## src/rtl/apb3_master_bridge_pkg.sv

```systemverilog
// Shared types and elaboration helpers for the APB3 debug master bridge.
package apb3_pkg;

    typedef enum logic [1:0] {
        IDLE   = 2'd0,
        SETUP  = 2'd1,
        ACCESS = 2'd2,
        RESP   = 2'd3
    } apb3_mst_state_e;

    // Response payload is sized for the widest debug bus this bridge serves.
    localparam int APB3_RSP_DW = 32;

    typedef struct packed {
        logic [APB3_RSP_DW-1:0] rdata;
        logic                   err;
        logic                   timeout;
    } apb3_rsp_t;

    function automatic int apb3_align_lsbs(input int data_width);
        return (data_width > 8) ? $clog2(data_width / 8) : 0;
    endfunction

    function automatic int apb3_cnt_width(input int cycles);
        return (cycles > 0) ? $clog2(cycles + 1) : 1;
    endfunction

endpackage

```

## src/rtl/apb3_master_bridge_timeout_counter.sv

```systemverilog
// Down-counter that fires when a slave has held pready low for TIMEOUT_CYCLES ACCESS cycles.
module apb3_timeout_counter
    import apb3_pkg::*;
#(
    parameter int TIMEOUT_CYCLES = 64
) (
    input  logic clk,
    input  logic rst_n,
    input  logic clear_i,
    input  logic enable_i,
    output logic expire_o
);

    if (TIMEOUT_CYCLES == 0) begin : g_off
        logic unused_ok;
        assign unused_ok = ^{clk, rst_n, clear_i, enable_i};
        assign expire_o  = 1'b0;
    end else begin : g_on
        localparam int CW = apb3_cnt_width(TIMEOUT_CYCLES);

        logic [CW-1:0] cnt_q;
        logic [CW-1:0] cnt_d;

        always_comb begin
            cnt_d = cnt_q;
            if (clear_i) begin
                cnt_d = CW'(TIMEOUT_CYCLES);
            end else if (enable_i && (cnt_q != '0)) begin
                cnt_d = cnt_q - CW'(1);
            end
        end

        always_ff @(posedge clk or negedge rst_n) begin
            if (!rst_n) begin
                cnt_q <= '0;
            end else begin
                cnt_q <= cnt_d;
            end
        end

        // Terminal count: the current stalled cycle is the last one allowed.
        assign expire_o = enable_i && (cnt_q == CW'(1));
    end

endmodule

```

## src/rtl/apb3_master_bridge.sv

```systemverilog
// Valid/ready command stream to APB3 master, with misalignment rejection and pready timeout.
//   state  | meaning
//   IDLE   | cmd_ready high, waiting for a command
//   SETUP  | psel=1 penable=0, single cycle
//   ACCESS | psel=1 penable=1, waiting for pready or timeout
//   RESP   | rsp_valid held with stable payload until rsp_ready
module apb3_master_bridge
    import apb3_pkg::*;
#(
    parameter int ADDR_WIDTH     = 12,
    parameter int DATA_WIDTH     = 32,
    parameter int TIMEOUT_CYCLES = 64
) (
    input  logic                  clk,
    input  logic                  rst_n,
    input  logic                  cmd_valid,
    output logic                  cmd_ready,
    input  logic                  cmd_write,
    input  logic [ADDR_WIDTH-1:0] cmd_addr,
    input  logic [DATA_WIDTH-1:0] cmd_wdata,
    output logic                  rsp_valid,
    input  logic                  rsp_ready,
    output logic [DATA_WIDTH-1:0] rsp_rdata,
    output logic                  rsp_err,
    output logic                  rsp_timeout,
    output logic [ADDR_WIDTH-1:0] paddr,
    output logic                  psel,
    output logic                  penable,
    output logic                  pwrite,
    output logic [DATA_WIDTH-1:0] pwdata,
    input  logic [DATA_WIDTH-1:0] prdata,
    input  logic                  pready,
    input  logic                  pslverr
);

    localparam int ALIGN_LSBS = apb3_align_lsbs(DATA_WIDTH);

    apb3_mst_state_e       state_q, state_d;
    logic                  cmd_ready_q, cmd_ready_d;
    logic                  psel_q, psel_d;
    logic                  penable_q, penable_d;
    logic                  rsp_valid_q, rsp_valid_d;
    logic                  pwrite_q, pwrite_d;
    logic [ADDR_WIDTH-1:0] paddr_q, paddr_d;
    logic [DATA_WIDTH-1:0] pwdata_q, pwdata_d;
    apb3_rsp_t             rsp_q, rsp_d;

    logic cmd_accept;
    logic misaligned;
    logic expire;

    assign cmd_accept = cmd_valid && cmd_ready_q;

    if (ALIGN_LSBS > 0) begin : g_align
        assign misaligned = |cmd_addr[ALIGN_LSBS-1:0];
    end else begin : g_noalign
        assign misaligned = 1'b0;
    end

    apb3_timeout_counter #(
        .TIMEOUT_CYCLES(TIMEOUT_CYCLES)
    ) u_timeout (
        .clk      (clk),
        .rst_n    (rst_n),
        .clear_i  (state_q == SETUP),
        .enable_i ((state_q == ACCESS) && !pready),
        .expire_o (expire)
    );

    always_ff @(posedge clk or negedge rst_n) begin
        if (!rst_n) begin
            state_q     <= IDLE;
            cmd_ready_q <= 1'b1;
            psel_q      <= 1'b0;
            penable_q   <= 1'b0;
            rsp_valid_q <= 1'b0;
            pwrite_q    <= 1'b0;
            paddr_q     <= '0;
            pwdata_q    <= '0;
            rsp_q       <= '0;
        end else begin
            state_q     <= state_d;
            cmd_ready_q <= cmd_ready_d;
            psel_q      <= psel_d;
            penable_q   <= penable_d;
            rsp_valid_q <= rsp_valid_d;
            pwrite_q    <= pwrite_d;
            paddr_q     <= paddr_d;
            pwdata_q    <= pwdata_d;
            rsp_q       <= rsp_d;
        end
    end

    always_comb begin
        state_d = state_q;
        unique case (state_q)
            IDLE:    if (cmd_accept) state_d = misaligned ? RESP : SETUP;
            SETUP:   state_d = ACCESS;
            ACCESS:  if (pready || expire) state_d = RESP;
            RESP:    if (rsp_ready) state_d = IDLE;
            default: state_d = IDLE;
        endcase
    end

    // Flags are registered versions of the next state, so every output is a flop.
    always_comb begin
        cmd_ready_d = (state_d == IDLE);
        psel_d      = (state_d == SETUP) || (state_d == ACCESS);
        penable_d   = (state_d == ACCESS);
        rsp_valid_d = (state_d == RESP);
        pwrite_d    = pwrite_q;
        paddr_d     = paddr_q;
        pwdata_d    = pwdata_q;
        rsp_d       = rsp_q;

        if ((state_q == IDLE) && cmd_accept) begin
            pwrite_d = cmd_write;
            paddr_d  = cmd_addr;
            pwdata_d = cmd_wdata;
            if (misaligned) begin
                rsp_d = '{rdata: '0, err: 1'b1, timeout: 1'b0};
            end
        end

        if (state_q == ACCESS) begin
            if (pready) begin
                rsp_d.rdata   = (pwrite_q || pslverr) ? '0 : APB3_RSP_DW'(prdata);
                rsp_d.err     = pslverr;
                rsp_d.timeout = 1'b0;
            end else if (expire) begin
                rsp_d = '{rdata: '0, err: 1'b1, timeout: 1'b1};
            end
        end
    end

    assign cmd_ready   = cmd_ready_q;
    assign psel        = psel_q;
    assign penable     = penable_q;
    assign pwrite      = pwrite_q;
    assign paddr       = paddr_q;
    assign pwdata      = pwdata_q;
    assign rsp_valid   = rsp_valid_q;
    assign rsp_rdata   = DATA_WIDTH'(rsp_q.rdata);
    assign rsp_err     = rsp_q.err;
    assign rsp_timeout = rsp_q.timeout;

endmodule

```

## config.mk

```make
export PLATFORM = sky130hd
export DESIGN_NAME = apb3_master_bridge
export DESIGN_NICKNAME = d
export VERILOG_FILES = /design/src/rtl/apb3_master_bridge_pkg.sv /design/src/rtl/apb3_master_bridge_timeout_counter.sv /design/src/rtl/apb3_master_bridge.sv
export SDC_FILE = /design/constraint.sdc
export NUM_CORES = 1
export LEC_CHECK = 0
export CAP_MARGIN = 20
export CORE_UTILIZATION = 40
export DETAILED_ROUTE_END_ITERATION = 12
export PLACE_DENSITY_LB_ADDON = 0.3
export REMOVE_ABC_BUFFERS = 1
export SLEW_MARGIN = 20
export SYNTH_ARGS = -nofsm -noshare
export SYNTH_HDL_FRONTEND = slang
export SYNTH_SLANG_ARGS = --single-unit
```

## constraint.sdc

```tcl
create_clock -name clk -period 2.6 [get_ports clk]
set_input_delay 0.52 -clock clk [delete_from_list [all_inputs] [get_ports clk]]
set_output_delay 0.52 -clock clk [all_outputs]
set_load 0.02 [all_outputs]
```

Yosys cells after proc, flatten, opt, wreduce, memory -nomap -nowiden. Index checks and enable logic that the tools add are counted.

Add/subtract/negate cells: 1. Eq/ne operators: 7. Mux-type cells: 13. Reduce and logical (&&, ||, !) cells: 14.

Operators by type and width (number): 34-bit 2-to-1 mux (5); 32-bit 2-to-1 mux (1); 7-bit 2-to-1 mux (2); 2-bit == test, second input constant (4); 2-bit 2-to-1 mux (4); 2-bit one-hot mux with 4 select lines (1); 7-bit by 1-bit == test with 1-bit output, second input constant (1); 7-bit nonzero test (1); 7-bit by 1-bit subtractor with 7-bit output, second input constant (1); 1-bit logical AND (5); 2-bit by 1-bit == test with 1-bit output, second input constant (2); 2-bit logical NOT (2); 1-bit logical OR (3); 2-bit nonzero test (1); 2-bit OR reduction (1); 1-bit logical NOT (1).

Register bits: 92. Input bits: 83. Output and inout port bits: 83. Word-level logic and storage cells: 47.

Logic depth before layout (Yosys ltp). Gate-level depths: netlist (run 1).

Depth in word-level cells: 8. Depth in mapped cells: 7. Depth with buffers taken out: 6.

Hierarchy. From an unflattened synthesis (run 1), not the netlist that was laid out.

Cells, all modules: 250. Area, all modules: 3664.8 µm².

By module, submodules not included: apb3_master_bridge (instances 1, cells an instance 208, area each 3251.9 µm², seq. area each 2128.3 µm²); apb3_timeout_counter (instances 1, cells an instance 42, area each 412.9 µm², seq. area each 175.2 µm²).

Least setup slack after synthesis (run 1). Ideal clock, no wire load.

Path kind: register to register. Start point: register cmd_ready_q, in the netlist cmd_ready. End point: register psel_q, in the netlist psel. Library setup time: 0.126 ns. Arrival time: 1.504 ns. Data required time: 2.474 ns. Path slack: 0.970 ns. Stages on the path, launching flop included: 6. Buffers on the path: 2. Clock period less this slack: 1.630 ns. Cell sequence: dfstp_2 and4bb_2 buf_4 buf_4 o21bai_1 ha_1.

Word-level cells in the longest chain between the ends: 5. Elaborated cells between the ends (all ways): 6. Those cells by class: 2 x eq/ne; 2 x mux; 2 x reduce/logical.

RTL lines: from (decl) (line apb3_master_bridge.sv:39) `logic cmd_ready_q, cmd_ready_d;`; from (signal assigned) (line apb3_master_bridge.sv:83) `cmd_ready_q <= cmd_ready_d;`; 1-bit logical AND * (line apb3_master_bridge.sv:52) `assign cmd_accept = cmd_valid && cmd_ready_q;`; 2-bit 2-to-1 mux * (line apb3_master_bridge.sv:97) `IDLE: if (cmd_accept) state_d = misaligned ? RESP : SETUP;`; 2-bit one-hot mux with 4 select lines * (line apb3_master_bridge.sv:96) `unique case (state_q)`; 2-bit by 1-bit == test with 1-bit output or 2-bit == test (tied branches) (line apb3_master_bridge.sv:108) `psel_d = (state_d == SETUP) || (state_d == ACCESS);`; 1-bit logical OR * (line apb3_master_bridge.sv:108); named net psel_d (line apb3_master_bridge.sv:40) `logic psel_q, psel_d;`; to (signal assigned) (line apb3_master_bridge.sv:84) `psel_q <= psel_d;`; to (decl) (line apb3_master_bridge.sv:40).

Mark *: on every way through the listed nets, which the timed path passes. The rest lies on a longest branch. A chain may end at the register's enable or synchronous reset.

Worst setup path after layout (run 1).
Start point: register cmd_ready_q, in the netlist cmd_ready. End point: output port cmd_ready.

RTL lines: to (decl) (line apb3_master_bridge.sv:17) `output logic cmd_ready,`.

No word-level cell between the ends.

==> impl_metrics.json, run 1 <==
{
  "grt_setup_unrepaired": "no",
  "regToRegStartpoint": "state_q[1]",
  "ys_types": 40,
  "routed_wl_um": 8340,
  "cts_resized": 0,
  "final-instance-count-excl-fill": 528,
  "met2_usage_pct": 27.4,
  "synthArstFlopShare_pct": 100,
  "arrival_ns": 1.52,
  "ctsHoldBuffers": 0,
  "critical_path.startpoint_type": "register",
  "worstSkewPairLatency_ns": 0.34,
  "placed_cells": 512,
  "ff_latch_area_um2": 2300,
  "post_cts_buffers": 0,
  "synth_edf_count": 0,
  "drc": 0,
  "tightest_slew_ns": 0.479,
  "core_area_um2": 8760,
  "synth.top_cell.area_share_pct": 62.9,
  "ant_nets": 0,
  "grt_max_degree": 93,
  "grt_pass1_wl_um": 13800,
  "overflow": 0,
  "grt_busiest_layer": "met2",
  "setup_violations": 0,
  "synth_cells": 249,
  "clock_path_buffers": 2,
  "route.vias.total": 2659,
  "io_buffers": 165,
  "cp-end-kind": "output pin",
  "power_density_nw_per_um2": 1220,
  "drv_slew": 0,
  "dp_hpwl_um": 5970,
  "crit_chain": "clkdlybuf4s50_1",
  "dieWidth_um": 97.2,
  "grtUsageMet3_pct": 5.68,
  "yosysWarnings": 0,
  "period_share_pct": 78.5,
  "path_class": "register to output pin",
  "pin_count": 166,
  "whs_ns": 0.200,
  "synth_top_cell_by_area": "dfrtp_1",
  "dieArea_um2": 9440,
  "fillers": 681,
  "detail_route.iter0.violations": 100,
  "syn_area_um2": 3620,
  "post_drt_wl_per_cell_um": 15.8,
  "nNetsFinal": 504,
  "htreeDepth": 3,
  "synth_ff_type": "dfrtp_1",
  "ir_drop_mv": 0.566,
  "layout_common_cells": "clkdlybuf4s50_1 (164), dfrtp_1 (91), mux2_1 (45)",
  "cp_slowest_cell": "clkdlybuf4s50_1",
  "area_delta_synth_final_pct": 55.8,
  "yosys-top-cells-area": "dfrtp_1 (63%), mux2_1 (14%), a22o_1 (7.7%), ha_1 (2.1%), buf_2 (1.5%)",
  "mostFrequentLayoutCell": "clkdlybuf4s50_1",
  "antenna_cells": 0,
  "critPathMaxStageDelay_ns": 0.63,
  "worstPathMaxFanout": 3,
  "relSlewSlack_pct": 68.1,
  "seq_area_frac_synth_pct": 63.6,
  "finalCriticalPeriod_ns": 2.04,
  "cts_inserted_buffers": 9,
  "p_leak_nw": 2.45,
  "first_pass_iters": 4,
  "use_met1_pct": 25.2,
  "outcome": "complete, no violations",
  "detail_route.vias_per_cell": 5.04,
  "track_usage_pct": 18.3,
  "hold_viol": 0,
  "clock_sinks": 92,
  "max_freq_ghz": 0.490,
  "multi_input_comb_area_um2": 1210,
  "initial_utilization_pct": 41.3,
  "cap_violations": 0,
  "reg2reg_to": "rsp_rdata[5]",
  "fp.dieH_um": 97.2,
  "place.gp.congestion": 0.833,
  "postPlaceCellArea_um2": 5390,
  "antenna_found_initial": 0,
  "final_cell_area_um2": 5640,
  "r2r_slack_ns": 0.78,
  "avgSynthCellArea_um2": 14.5,
  "total_power_w": 0.00688,
  "root_buffer": "clkbuf_8",
  "fin_skew_ns": 0.00795,
  "worst_ep_required_time_ns": 2.08,
  "reg2reg_depth": 6,
  "finalSetupTns_ns": 0,
  "drive_above_1_share_pct": 6.67,
  "grt_pass1_vias": 2738,
  "ys_ff_latch": 92,
  "path_buf_inv": 1,
  "hp-class": "primary input to async pin",
  "path_delay_family": "buffers and inverters",
  "row_count": 34,
  "cts_tree": "built",
  "clk_transition_reported_paths_ns": 0.09
}
## area by class of cell
cell class / instances / share of cell area (%)
multi-input combinational: 136 / 21.5
tap: 108 / 2.39
clock inverter: 5 / 1.88
inverter: 6 / 0.399
clock buffer: 11 / 2.68
sequential: 92 / 40.8
timing repair buffer: 170 / 30.3
## layer usage
| layer | vias to the layer above | wire, µm |
|---|---|---|
| met5 | - | 0 |
| met4 | 0 | 127 |
| met3 | 11 | 773 |
| met2 | 149 | 3650 |
| met1 | 1261 | 3790 |
| li1 | 1238 | - |
## per-stage QoR
step / setup slack (ns) / util, %
after floorplan: 0.287 / -
after global placement: 0.505 / 61.5
after detailed placement: 0.465 / 61.5
after CTS: 0.536 / 64.4
after global routing: 0.503 / 64.4
final: 0.560 / 64.4
## worst max-delay path by stage
stage	cells past startpoint	from	end	slack (ns)
6_report	1	cmd_ready	cmd_ready	0.56
5_1_grt	1	cmd_ready	cmd_ready	0.50
4_1_cts	1	cmd_ready	cmd_ready	0.54
3_5_place_dp	5	pready	rsp_rdata[5]	0.46
3_3_place_gp	5	pready	u_timeout.g_on.cnt_q[5]	0.50
2_1_floorplan	4	state_q[1]	rsp_rdata[0]	0.29
## state kept, by name, summed over array words and instances, names as in the netlist
signal,flops
penable,1
paddr,12
pwrite,1
u_timeout.g_on.cnt_q,7
rsp_valid,1
state_q,2
cmd_ready,1
pwdata,32
psel,1
rsp_err,1
rsp_rdata,32
rsp_timeout,1
## synthesized netlist by cell type (2+ instances only)
| cell | instances |
|---|---|
| a21boi_1 | 2 |
| a22o_1 | 32 |
| buf_2 | 11 |
| buf_4 | 2 |
| dfrtp_1 | 91 |
| ha_1 | 6 |
| inv_1 | 6 |
| mux2_1 | 45 |
| nand2_1 | 8 |
| nand2b_1 | 2 |
| nand3_1 | 2 |
| nor2_1 | 6 |
| nor2b_1 | 2 |
| nor3_1 | 3 |
| o211ai_1 | 2 |
| o21bai_1 | 2 |
| o311ai_0 | 2 |
| o31ai_1 | 3 |
## power breakdown
part | leakage, nW | internal (W) | total [W] | switching (W)
clock | 0.126 | 0.000695 | 0.00118 | 0.000486
sequential | 1.16 | 0.00210 | 0.00251 | 0.000407
combinational | 1.16 | 0.00165 | 0.00319 | 0.00155
## cell families (layout without fill, tap and decap cells)
kind of cell	after synthesis	in the layout	synth area share, %
AOI/OAI and AO/OA	55	55	12.8
adders and majority gates	6	6	2.07
buffers and inverters	21	192	2.97
DFF	92	92	63.6
muxes	45	45	14.0
and+or+nand+nor	30	30	4.59
(Power assumes the default switching activity.)
==> run 2, diff against run 1 <==
- CORE_UTILIZATION: 40 -> 37
- clock period: 2.6 -> 1.64 ns (I/O delays scaled with it)
==> impl_metrics.json, run 2 (synthesis results as in run 1) <==
{
  "outcome": "complete, no violations",
  "p_leak_nw": 2.84,
  "initial_utilization_pct": 38.7,
  "fillers": 820,
  "reg2reg_depth": 5,
  "period_share_pct": 96.3,
  "finalSetupTns_ns": 0,
  "dp_hpwl_um": 6270,
  "relSlewSlack_pct": 74.7,
  "power_density_nw_per_um2": 1780,
  "post_drt_wl_per_cell_um": 15.4,
  "cts_tree": "built",
  "dieArea_um2": 10200,
  "worstSetupStartpoint": "u_timeout.g_on.cnt_q[5]",
  "post_cts_buffers": 0,
  "htreeDepth": 3,
  "clock_sinks": 92,
  "reg2reg_to": "rsp_rdata[4]",
  "pin_count": 166,
  "cts_inserted_buffers": 9,
  "worstPathMaxFanout": 33,
  "overflow": 0,
  "arrival_ns": 1.80,
  "root_buffer": "clkbuf_8",
  "clock_path_buffers": 2,
  "hp-class": "primary input to async pin",
  "clk_transition_reported_paths_ns": 0.09,
  "r2r_slack_ns": 0.06,
  "grt_pass1_wl_um": 13300,
  "grt_max_degree": 41,
  "route.vias.total": 2717,
  "first_pass_iters": 4,
  "dieWidth_um": 101,
  "fp.dieH_um": 101,
  "drive_above_1_share_pct": 11.4,
  "max_freq_ghz": 0.633,
  "worst_ep_required_time_ns": 1.86,
  "drv_slew": 0,
  "hold_viol": 0,
  "nNetsFinal": 522,
  "row_count": 35,
  "track_usage_pct": 17.1,
  "grt_setup_unrepaired": "no",
  "place.gp.congestion": 0.776,
  "mostFrequentLayoutCell": "dfrtp_1",
  "antenna_cells": 0,
  "placed_cells": 549,
  "critical_path.startpoint_type": "register",
  "worstSkewPairLatency_ns": 0.34,
  "fin_util_pct": 61.5,
  "regToRegStartpoint": "u_timeout.g_on.cnt_q[5]",
  "detail_route.iter0.violations": 47,
  "fin_ws_ns": 0.0599,
  "detail_route.vias_per_cell": 4.79,
  "endpoint": "rsp_rdata[4]",
  "path_class": "register to register",
  "cp-end-kind": "register",
  "finalCriticalPeriod_ns": 1.58,
  "cap_violations": 0,
  "grt_pass1_vias": 2796,
  "area_delta_synth_final_pct": 59.2,
  "place_ws_ns": -0.216,
  "setup_violations": 0,
  "ir_drop_mv": 0.917,
  "io_buffers": 165,
  "drc": 0,
  "tightest_slew_ns": 0.380,
  "fin_skew_ns": 0.0124,
  "final-instance-count-excl-fill": 567,
  "layout_common_cells": "dfrtp_1 (91), clkdlybuf4s50_1 (81), dlygate4sd2_1 (77)",
  "ant_nets": 0,
  "core_area_um2": 9370,
  "antenna_found_initial": 0,
  "routed_wl_um": 8730
}
[run 2: changes by cell type in the layout (fill, tap and decap cells not counted), sizes merged]
cell,delta
buf,+16
clkbuf,-1
dlymetal6s2s,+6
bufinv,-1
clkdlybuf4s50,-83
dlygate4sd3,+1
dlygate4sd2,+77
clkinv,+3
[run 2: repair_timing]
item                                   4_1_cts  5_1_grt
endpoints found under the hold margin       26        0
resized for setup                           77       13
hold buffers                                 1        0
cloned                                       0        1
setup endpoints to repair                   77       44
[run 2: area by class of cell]
class | instances | area, µm² | area share, %
clock buffers | 9 | 124 | 2.15
inverters | 6 | 22.5 | 0.391
flip-flops and latches | 92 | 2300 | 40.0
well taps | 129 | 161 | 2.80
clock inverters | 7 | 98.8 | 1.71
repair buffers | 188 | 1820 | 31.6
multi-input cells | 136 | 1230 | 21.4
[run 2: worst max-delay path, stage by stage, from the launching register on]
cell and delay, ns:
dfrtp_1 0.40, nor3_2 0.25, and3_4 0.25, o221ai_2 0.12, buf_12 0.18, a22o_1 0.25
[run 2: per-layer routing]
layer  part of all wire (%)  global-route usage [%]
met2                     45                    28.2
met1                     45                    21.3
met4                   0.95                    6.69
met3                    8.9                    4.72
met5                      0                       0
[run 2: worst min-delay path by stage]
stage | from | to | slack (ns)
after floorplan | rst_n | paddr[0] | 0.03
after global placement | rst_n | pwdata[6] | 0.27
after detailed placement | rst_n | pwdata[6] | 0.28
after CTS | rst_n | pwdata[6] | 0.44
after global routing | rst_n | pwdata[6] | 0.49
final | rst_n | pwdata[6] | 0.47
[run 2: stage by stage]
step | instance area [µm²] | total power [W] | hold WS, ns
after floorplan | 3540 | 0.00643 | 0.0324
after global placement | 5570 | 0.00917 | 0.272
after detailed placement | 5570 | 0.00932 | 0.276
after CTS | 5710 | 0.0104 | 0.444
after global routing | 5770 | 0.0109 | 0.489
final | 5770 | 0.0103 | 0.466
[run 2: report_power, final]
part / switching [W] / internal, W / total [W]
registers: 0.000551 / 0.00333 / 0.00388
logic: 0.00258 / 0.00215 / 0.00473
clock network: 0.000785 / 0.000866 / 0.00165
total: 0.00391 / 0.00635 / 0.0103
